[config.mk]
export PLATFORM = sky130hd
export DESIGN_NAME = pipe_stage_elastic
export DESIGN_NICKNAME = d
export VERILOG_FILES = /design/src/rtl/pipe_pkg.sv /design/src/rtl/pipe_data_reg.sv /design/src/rtl/pipe_stage_elastic.sv
export SDC_FILE = /design/constraint.sdc
export NUM_CORES = 1
export LEC_CHECK = 0
export CAP_MARGIN = 0
export CELL_PAD_IN_SITES_DETAIL_PLACEMENT = 1
export CELL_PAD_IN_SITES_GLOBAL_PLACEMENT = 2
export CORE_AREA = 10 10 105 107
export DETAILED_ROUTE_END_ITERATION = 8
export DIE_AREA = 0 0 115 117
export PLACE_DENSITY_LB_ADDON = 0.1
export SLEW_MARGIN = 20
export SYNTH_ARGS = -nofsm -noshare
export SYNTH_HDL_FRONTEND = slang
export SYNTH_SLANG_ARGS = --single-unit
[constraint.sdc]
create_clock -name clk -period 1.5 [get_ports clk]
set_input_delay 0.3 -clock clk [delete_from_list [all_inputs] [get_ports clk]]
set_output_delay 0.3 -clock clk [all_outputs]
set_load 0.01 [all_outputs]
[src/rtl/pipe_pkg.sv]
// Shared definitions for the elastic pipeline stages: state encoding and bubble constant.
package pipe_pkg;

  // Stage occupancy states; the encoding doubles as the entry count.
  typedef enum logic [1:0] {
    PS_EMPTY = 2'd0,
    PS_HALF  = 2'd1,
    PS_FULL  = 2'd2
  } pipe_state_t;

  // Payload loaded into a flushed stage so downstream sees a harmless bubble.
  localparam logic [31:0] PIPE_BUBBLE = 32'h0000_0000;

endpackage

[src/rtl/pipe_data_reg.sv]
// Falling-edge payload register with load enable and asynchronous active-low reset.
module pipe_data_reg #(
  parameter int                N_BITS      = 32,
  parameter logic [N_BITS-1:0] RESET_VALUE = '0
) (
  input  logic              clk,
  input  logic              reset,
  input  logic              load,
  input  logic [N_BITS-1:0] d,
  output logic [N_BITS-1:0] q
);

  // Capture d on a falling edge when load is set; reset forces RESET_VALUE.
  always_ff @(negedge clk or negedge reset) begin
    if (!reset) begin
      q <= RESET_VALUE;
    end else if (load) begin
      q <= d;
    end
  end

endmodule

[src/rtl/pipe_stage_elastic.sv]
// Elastic valid/ready pipeline stage with optional 2-entry skid buffer and flush.
module pipe_stage_elastic
  import pipe_pkg::*;
#(
  parameter int                N_BITS       = 32,
  parameter logic [N_BITS-1:0] RESET_VALUE  = '0,
  parameter logic [N_BITS-1:0] FLUSH_VALUE  = N_BITS'(PIPE_BUBBLE),
  parameter bit                FLUSH_ENABLE = 1'b1,
  parameter bit                SKID_ENABLE  = 1'b1
) (
  input  logic              clk,
  input  logic              reset,
  input  logic              flush_i,
  input  logic              in_valid_i,
  output logic              in_ready_o,
  input  logic [N_BITS-1:0] in_data_i,
  output logic              out_valid_o,
  input  logic              out_ready_i,
  output logic [N_BITS-1:0] out_data_o,
  output logic [1:0]        occupancy_o
);

  pipe_state_t       state;
  pipe_state_t       next_state;
  logic              ready_reg;
  logic              flush;
  logic              accept;
  logic              drain;
  logic              head_load;
  logic              skid_load;
  logic [N_BITS-1:0] head_d;
  logic [N_BITS-1:0] skid_d;
  logic [N_BITS-1:0] skid_q;

  assign flush       = FLUSH_ENABLE & flush_i;
  assign out_valid_o = (state != PS_EMPTY);
  assign occupancy_o = state;

  // In skid mode ready is purely registered; single-entry mode lets a drain free the slot in the same cycle.
  assign in_ready_o  = SKID_ENABLE ? ready_reg
                                   : (ready_reg & (~out_valid_o | out_ready_i));
  assign accept      = in_valid_i & in_ready_o;
  assign drain       = out_valid_o & out_ready_i;

  // Next-state and entry-load decisions; flush overrides any accept or drain.
  always_comb begin
    next_state = state;
    head_load  = 1'b0;
    head_d     = in_data_i;
    skid_load  = 1'b0;
    skid_d     = in_data_i;
    if (flush) begin
      next_state = PS_EMPTY;
      head_load  = 1'b1;
      head_d     = FLUSH_VALUE;
      skid_load  = 1'b1;
      skid_d     = '0;
    end else begin
      case (state)
        PS_EMPTY: begin
          if (accept) begin
            next_state = PS_HALF;
            head_load  = 1'b1;
          end
        end
        PS_HALF: begin
          if (accept && drain) begin
            head_load = 1'b1;
          end else if (accept && SKID_ENABLE) begin
            next_state = PS_FULL;
            skid_load  = 1'b1;
          end else if (drain) begin
            next_state = PS_EMPTY;
          end
        end
        PS_FULL: begin
          if (drain) begin
            next_state = PS_HALF;
            head_load  = 1'b1;
            head_d     = skid_q;
          end
        end
        default: next_state = PS_EMPTY;
      endcase
    end
  end

  // State and registered ready; ready stays low until the first edge after reset release.
  always_ff @(negedge clk or negedge reset) begin
    if (!reset) begin
      state     <= PS_EMPTY;
      ready_reg <= 1'b0;
    end else begin
      state     <= next_state;
      ready_reg <= SKID_ENABLE ? (next_state != PS_FULL) : 1'b1;
    end
  end

  pipe_data_reg #(
    .N_BITS      (N_BITS),
    .RESET_VALUE (RESET_VALUE)
  ) u_head (
    .clk   (clk),
    .reset (reset),
    .load  (head_load),
    .d     (head_d),
    .q     (out_data_o)
  );

  generate
    if (SKID_ENABLE) begin : g_skid
      pipe_data_reg #(
        .N_BITS      (N_BITS),
        .RESET_VALUE ('0)
      ) u_skid (
        .clk   (clk),
        .reset (reset),
        .load  (skid_load),
        .d     (skid_d),
        .q     (skid_q)
      );
    end else begin : g_no_skid
      logic skid_unused;
      assign skid_q      = '0;
      assign skid_unused = skid_load ^ (^skid_d);
    end
  endgenerate

endmodule
==> reports/qor.txt, run 1 <==
status -> complete, but fails checks
failing checks -> setup timing
CP startpoint kind -> flip-flop
WP depth -> 2
cell-by-cell trace of the critical path -> or2_4, buf_6
Pre-Repair DR Iteration Count -> 4
synthesized instance count -> 197
Worst-path clk slew -> 0.05 ns
ANT nets after route -> 0
crit path buf inv count -> 1
Ys Warns -> 0
crit path max fanout -> 2
initial antenna violation count -> 0
Distinct cells, synth -> 24
Static Leak -> 2.53 nW
Num CTS Buffers -> 9
Final GP Congestion -> 0.743
fin. max-slew vios -> 0
Area Overhead vs Synth -> 80.1%
Worst Max-Slew Pin Slew -> 0.380 ns
die area -> 0.0135 mm2
initial core utilization -> 32.1%
Worst Hold Class -> flip-flop to flip-flop
via count -> 2426
worst hold stages -> 1
Die Ht -> 117 um
CP peak stage delay -> 0.34 ns
Gate power share -> 22.3%
Psw -> 0.00128 W
Slew HR -> 74.6%
drt total wl -> 10.7 mm
Final HPWL DP -> 5.56 mm
slowest CP cell -> dfrtn_1
routed len/inst -> 22.3 um
Hold Buf Count CTS -> 0
share of synthesized flip-flops with an asynchronous set or reset -> 100%
Crit. End Element -> primary output
total core area -> 0.00902 mm2
Post-Place Worst Slack -> -1.03 ns
Reg2Reg Depth -> 9
Seq pwr share -> 40.9%
sequential share of the synthesized area -> 57.9%
critical path data arrival time -> 1.80 ns
# rows -> 35
commonest cells after routing, fill and taps aside -> dfrtn_1, buf_4, a22o_1, clkdlybuf4s50_1, buf_6
share of layout cells above drive strength 1 -> 56.8%
Clock power frac -> 36.8%
Int Pwr -> 0.00358 W
DRT iter0 DRCs -> 53
Worst path top cell family by delay -> flip-flops
Sw Ratio -> 26.4%
I/O Pins -> 73
number of synthesized flops with an enable pin -> 0
clk sinks -> 67
Primary FF master, synth -> dfrtn_1
WP data required -> 1.20 ns
vias in the first global route -> 2768
Vias per Instance -> 5.04
drt drc -> 0
Total GRT Usage -> 16.3%
FF+latch count, synth -> 67
Finished Core Util -> 57.8%
Layout Skew -> 0.00859 ns
diodes inserted -> 0
max cap viols -> 0
commonest non-fill, non-tap cell in the layout -> dfrtn_1
first-pass GRT wire length -> 16.6 mm
worst setup margin -> -0.602 ns
WS Path Type -> flip-flop to primary output
Mapped Area -> 0.00289 mm2
CTS H-Tree Depth -> 3
port bufs -> 72
CTS Root Buffer Type -> clkbuf_8
power density cells -> 933 mW/mm2
CTS tree -> done
grt total ovfl -> 0
Clock Path Buffers -> 2
Worst VDD drop -> 0.485 mV
pin count of the biggest net entering global routing -> 33
RSZ-0062 raised after global routing -> yes
R2R Setup Slk -> -0.27 ns
Syn Area/Cell -> 14.7 um2
# nets final -> 402
total power -> 0.00486 W
setup violators final -> 103
post-synth net total -> 234
Fillers -> 869
Clock Latency Late Sink -> 0.34 ns
final hold vios -> 0
chip width -> 115 um
## worst paths after layout
path,startpoint,endpoint
hold / removal,u_head.q[9],u_head.q[9]
setup reg to reg,occupancy_o[0],u_head.q[25]
min in group asynchronous,reset,u_head.q[14]
max in group asynchronous,reset,u_head.q[0]
hold reg to reg,u_head.q[9],u_head.q[9]
setup / recovery,occupancy_o[0],out_valid_o
## routing by layer
| metal | track usage (%) | wire length (um) |
|---|---|---|
| met1 | 19.6 | 4540 |
| met2 | 28.2 | 5600 |
| met3 | 3.92 | 453 |
| met4 | 4.70 | 132 |
| met5 | 0 | 0 |
## kinds of logic (layout without fill, tap and decap cells)
family | after synthesis | count (layout) | synth area share [%]
AND/OR/NAND/NOR | 13 | 13 | 3.42
flip-flops | 67 | 67 | 57.9
AO/OA/AOI/OAI | 68 | 68 | 23.0
multiplexers | 32 | 32 | 11.1
buffers and inverters | 17 | 190 | 4.54
## worst reg2reg max path, delay by kind of cell, from the launching register on
family	cells	cell delay [ns]
flops	1	0.41
compound gates	1	0.08
simple gates	1	0.12
mux	1	0.27
buf+inv	6	0.75
## registers in the layout (all words and copies together), names as in the netlist
signal / cells
u_head.q: 32
in_ready_o: 1
g_skid.u_skid.q: 32
occupancy_o: 2
## per-stage QoR
stage | TNS, ns | cell area [um2] | instances | hold slack (ns)
4_1_cts | -34.90 | 4980 | 468 | 0.444
5_1_grt | -40.43 | 5210 | 481 | 0.466
6_report | -37.38 | 5210 | 481 | 0.438
3_5_place_dp | -84.29 | 4170 | 413 | 0.437
3_3_place_gp | -82.82 | 4170 | 413 | 0.437
2_1_floorplan | -25.04 | 3020 | 197 | 0.433
## what timing repair did
item | 4_1_cts | 5_1_grt
pin swaps | 20 | 14
setup buffers | 27 | 19
resized for setup | 202 | 50
cloned | 13 | 1
setup endpoints to repair | 103 | 103
## synth_stat cells (2+ instances only)
library cell | n | area, um2
clkbuf_4 | 2 | 15.0
buf_2 | 3 | 15.0
dfrtn_1 | 67 | 1680
nor2_1 | 3 | 11.3
nand4b_1 | 2 | 17.5
a22o_1 | 32 | 280
buf_4 | 7 | 52.6
o2bb2ai_1 | 22 | 193
mux2i_1 | 32 | 320
buf_6 | 4 | 45.0
o2bb2ai_2 | 10 | 150
## power by group through the flow
stage / clock network, W / logic (W) / registers [W]
2_1_floorplan: 0 / 0.000279 / 0.00205
3_3_place_gp: 0 / 0.000842 / 0.00201
3_5_place_dp: 0 / 0.000851 / 0.00201
4_1_cts: 0.00181 / 0.00103 / 0.00198
5_1_grt: 0.00190 / 0.00116 / 0.00200
6_report: 0.00179 / 0.00108 / 0.00199
## layout make-up
cell class | instances | area, um2 | area share [%]
inverter | 1 | 3.75 | 0.0720
clock buffer | 11 | 151 | 2.90
tap | 111 | 139 | 2.66
clock inverter | 5 | 83.8 | 1.61
timing repair buffer | 173 | 1780 | 34.1
multi-input combinational | 113 | 1380 | 26.5
sequential | 67 | 1680 | 32.2
No activity file was read; power rests on OpenSTA's default activity.
==> run 2, diff against run 1 <==
--- a/config.mk
+++ b/config.mk
@@ -16,3 +16,4 @@
 export SYNTH_ARGS = -nofsm -noshare
 export SYNTH_HDL_FRONTEND = slang
 export SYNTH_SLANG_ARGS = --single-unit
+export TNS_END_PERCENT = 10
==> reports/qor.txt, run 2 (synthesis gave the netlist of run 1 again) <==
status -> complete, but fails checks
failing checks -> setup timing
CP peak stage delay -> 0.34 ns
cell-by-cell trace of the critical path -> or2_4, buf_6
total core area -> 0.00902 mm2
CTS Root Buffer Type -> clkbuf_8
crit path max fanout -> 2
Vias per Instance -> 5.13
Final HPWL DP -> 5.40 mm
initial core utilization -> 32.1%
CTS H-Tree Depth -> 3
slowest CP cell -> dfrtn_1
max cap viols -> 0
port bufs -> 72
routed len/inst -> 20.8 um
Layout Skew -> 0.00550 ns
Clock Path Buffers -> 2
Slew HR -> 84.2%
Worst path top cell family by delay -> flip-flops
initial antenna violation count -> 0
Die Ht -> 117 um
# rows -> 35
first-pass GRT wire length -> 14.7 mm
die area -> 0.0135 mm2
commonest non-fill, non-tap cell in the layout -> dfrtn_1
WP data required -> 1.20 ns
Total GRT Usage -> 14.1%
vias in the first global route -> 2566
Crit. End Element -> primary output
CTS tree -> done
Num CTS Buffers -> 9
pin count of the biggest net entering global routing -> 39
drt drc -> 0
Worst Max-Slew Pin Slew -> 0.231 ns
fin. max-slew vios -> 0
Finished Core Util -> 50.5%
Area Overhead vs Synth -> 57.4%
share of layout cells above drive strength 1 -> 44.0%
Worst-path clk slew -> 0.05 ns
final hold vios -> 0
Hold Buf Count CTS -> 0
drt total wl -> 9.20 mm
Fillers -> 936
Sum Neg Setup Slack -> -32.13 ns
ANT nets after route -> 0
critical path data arrival time -> 1.78 ns
chip width -> 115 um
Clock Latency Late Sink -> 0.32 ns
# nets final -> 366
CP startpoint kind -> flip-flop
I/O Pins -> 73
commonest cells after routing, fill and taps aside -> dfrtn_1, buf_4, a22o_1, clkdlybuf4s50_1, mux2i_1
via count -> 2272
clk sinks -> 67
RSZ-0062 raised after global routing -> yes
setup violators final -> 102
Static Leak -> 2.35 nW
worst setup margin -> -0.578 ns
power density cells -> 953 mW/mm2
crit path buf inv count -> 1
DRT iter0 DRCs -> 53
diodes inserted -> 0
grt total ovfl -> 0
Worst Hold Class -> flip-flop to flip-flop
Final GP Congestion -> 0.753
Worst VDD drop -> 0.392 mV
WS Path Type -> flip-flop to primary output
Pre-Repair DR Iteration Count -> 4
## run 2: cell types whose count changed in the layout (fill, tap and decap cells not counted), sizes merged
cell           before  now
clkinv              0    3
inv                 2    1
clkinvlp            2    1
clkbuf             13    9
clkdlybuf4s15       1    0
nor2                4    5
bufbuf              0    2
bufinv              2    1
buf               138  102
## run 2: final timing paths
kind                                       end  slack (ns)  cells after the start           start
setup / recovery                   out_valid_o       -0.58                      2  occupancy_o[1]
hold / removal                     u_head.q[6]        0.45                      1     u_head.q[6]
setup reg to reg                   u_head.q[1]       -0.23                      7  occupancy_o[0]
hold reg to reg                    u_head.q[6]        0.45                      1     u_head.q[6]
max in group asynchronous         u_head.q[11]        0.66                      2           reset
min in group asynchronous  g_skid.u_skid.q[17]        0.60                      2           reset
## run 2: cell type report
type	instances	area [um2]	share of cell area [%]
clock buffer	9	124	2.72
clock inverter	5	56.3	1.24
inverter	1	3.75	0.0824
multi-input combinational	114	1200	26.3
sequential	67	1680	36.8
tap	111	139	3.05
timing repair buffer	136	1360	29.9
## run 2: what timing repair did
action / 4_1_cts / 5_1_grt
endpoints found under the setup margin: 103 / 102
gates cloned: 6 / 0
pin swaps: 16 / 8
gates resized for setup: 188 / 16
setup buffers: 14 / 6
## run 2: layer usage
metal  share of wire (%)  global-route usage (%)  up-vias
met1                  44                    17.6     1173
li1                    -                       -     1035
met3                 4.5                    3.16       10
met4                 1.5                    4.95        0
met5                   0                       0        -
met2                  50                    23.3       54
## run 2: power by group
part	switching, W	internal [W]
sequential	0.0000622	0.00192
clock	0.000689	0.000747
combinational	0.000404	0.000520
## run 2: metrics by stage
step                instance area [um2]  worst slack [ns]  total power [W]  hold slack (ns)  std cells
finish                             4560            -0.578          0.00434            0.449        443
global route                       4560            -0.623          0.00455            0.464        443
CTS                                4440            -0.613          0.00435            0.442        437
detailed placement                 4020             -1.30          0.00280            0.437        404
global placement                   4020             -1.24          0.00279            0.436        404
floorplan                          2940            -0.405          0.00230            0.433        197
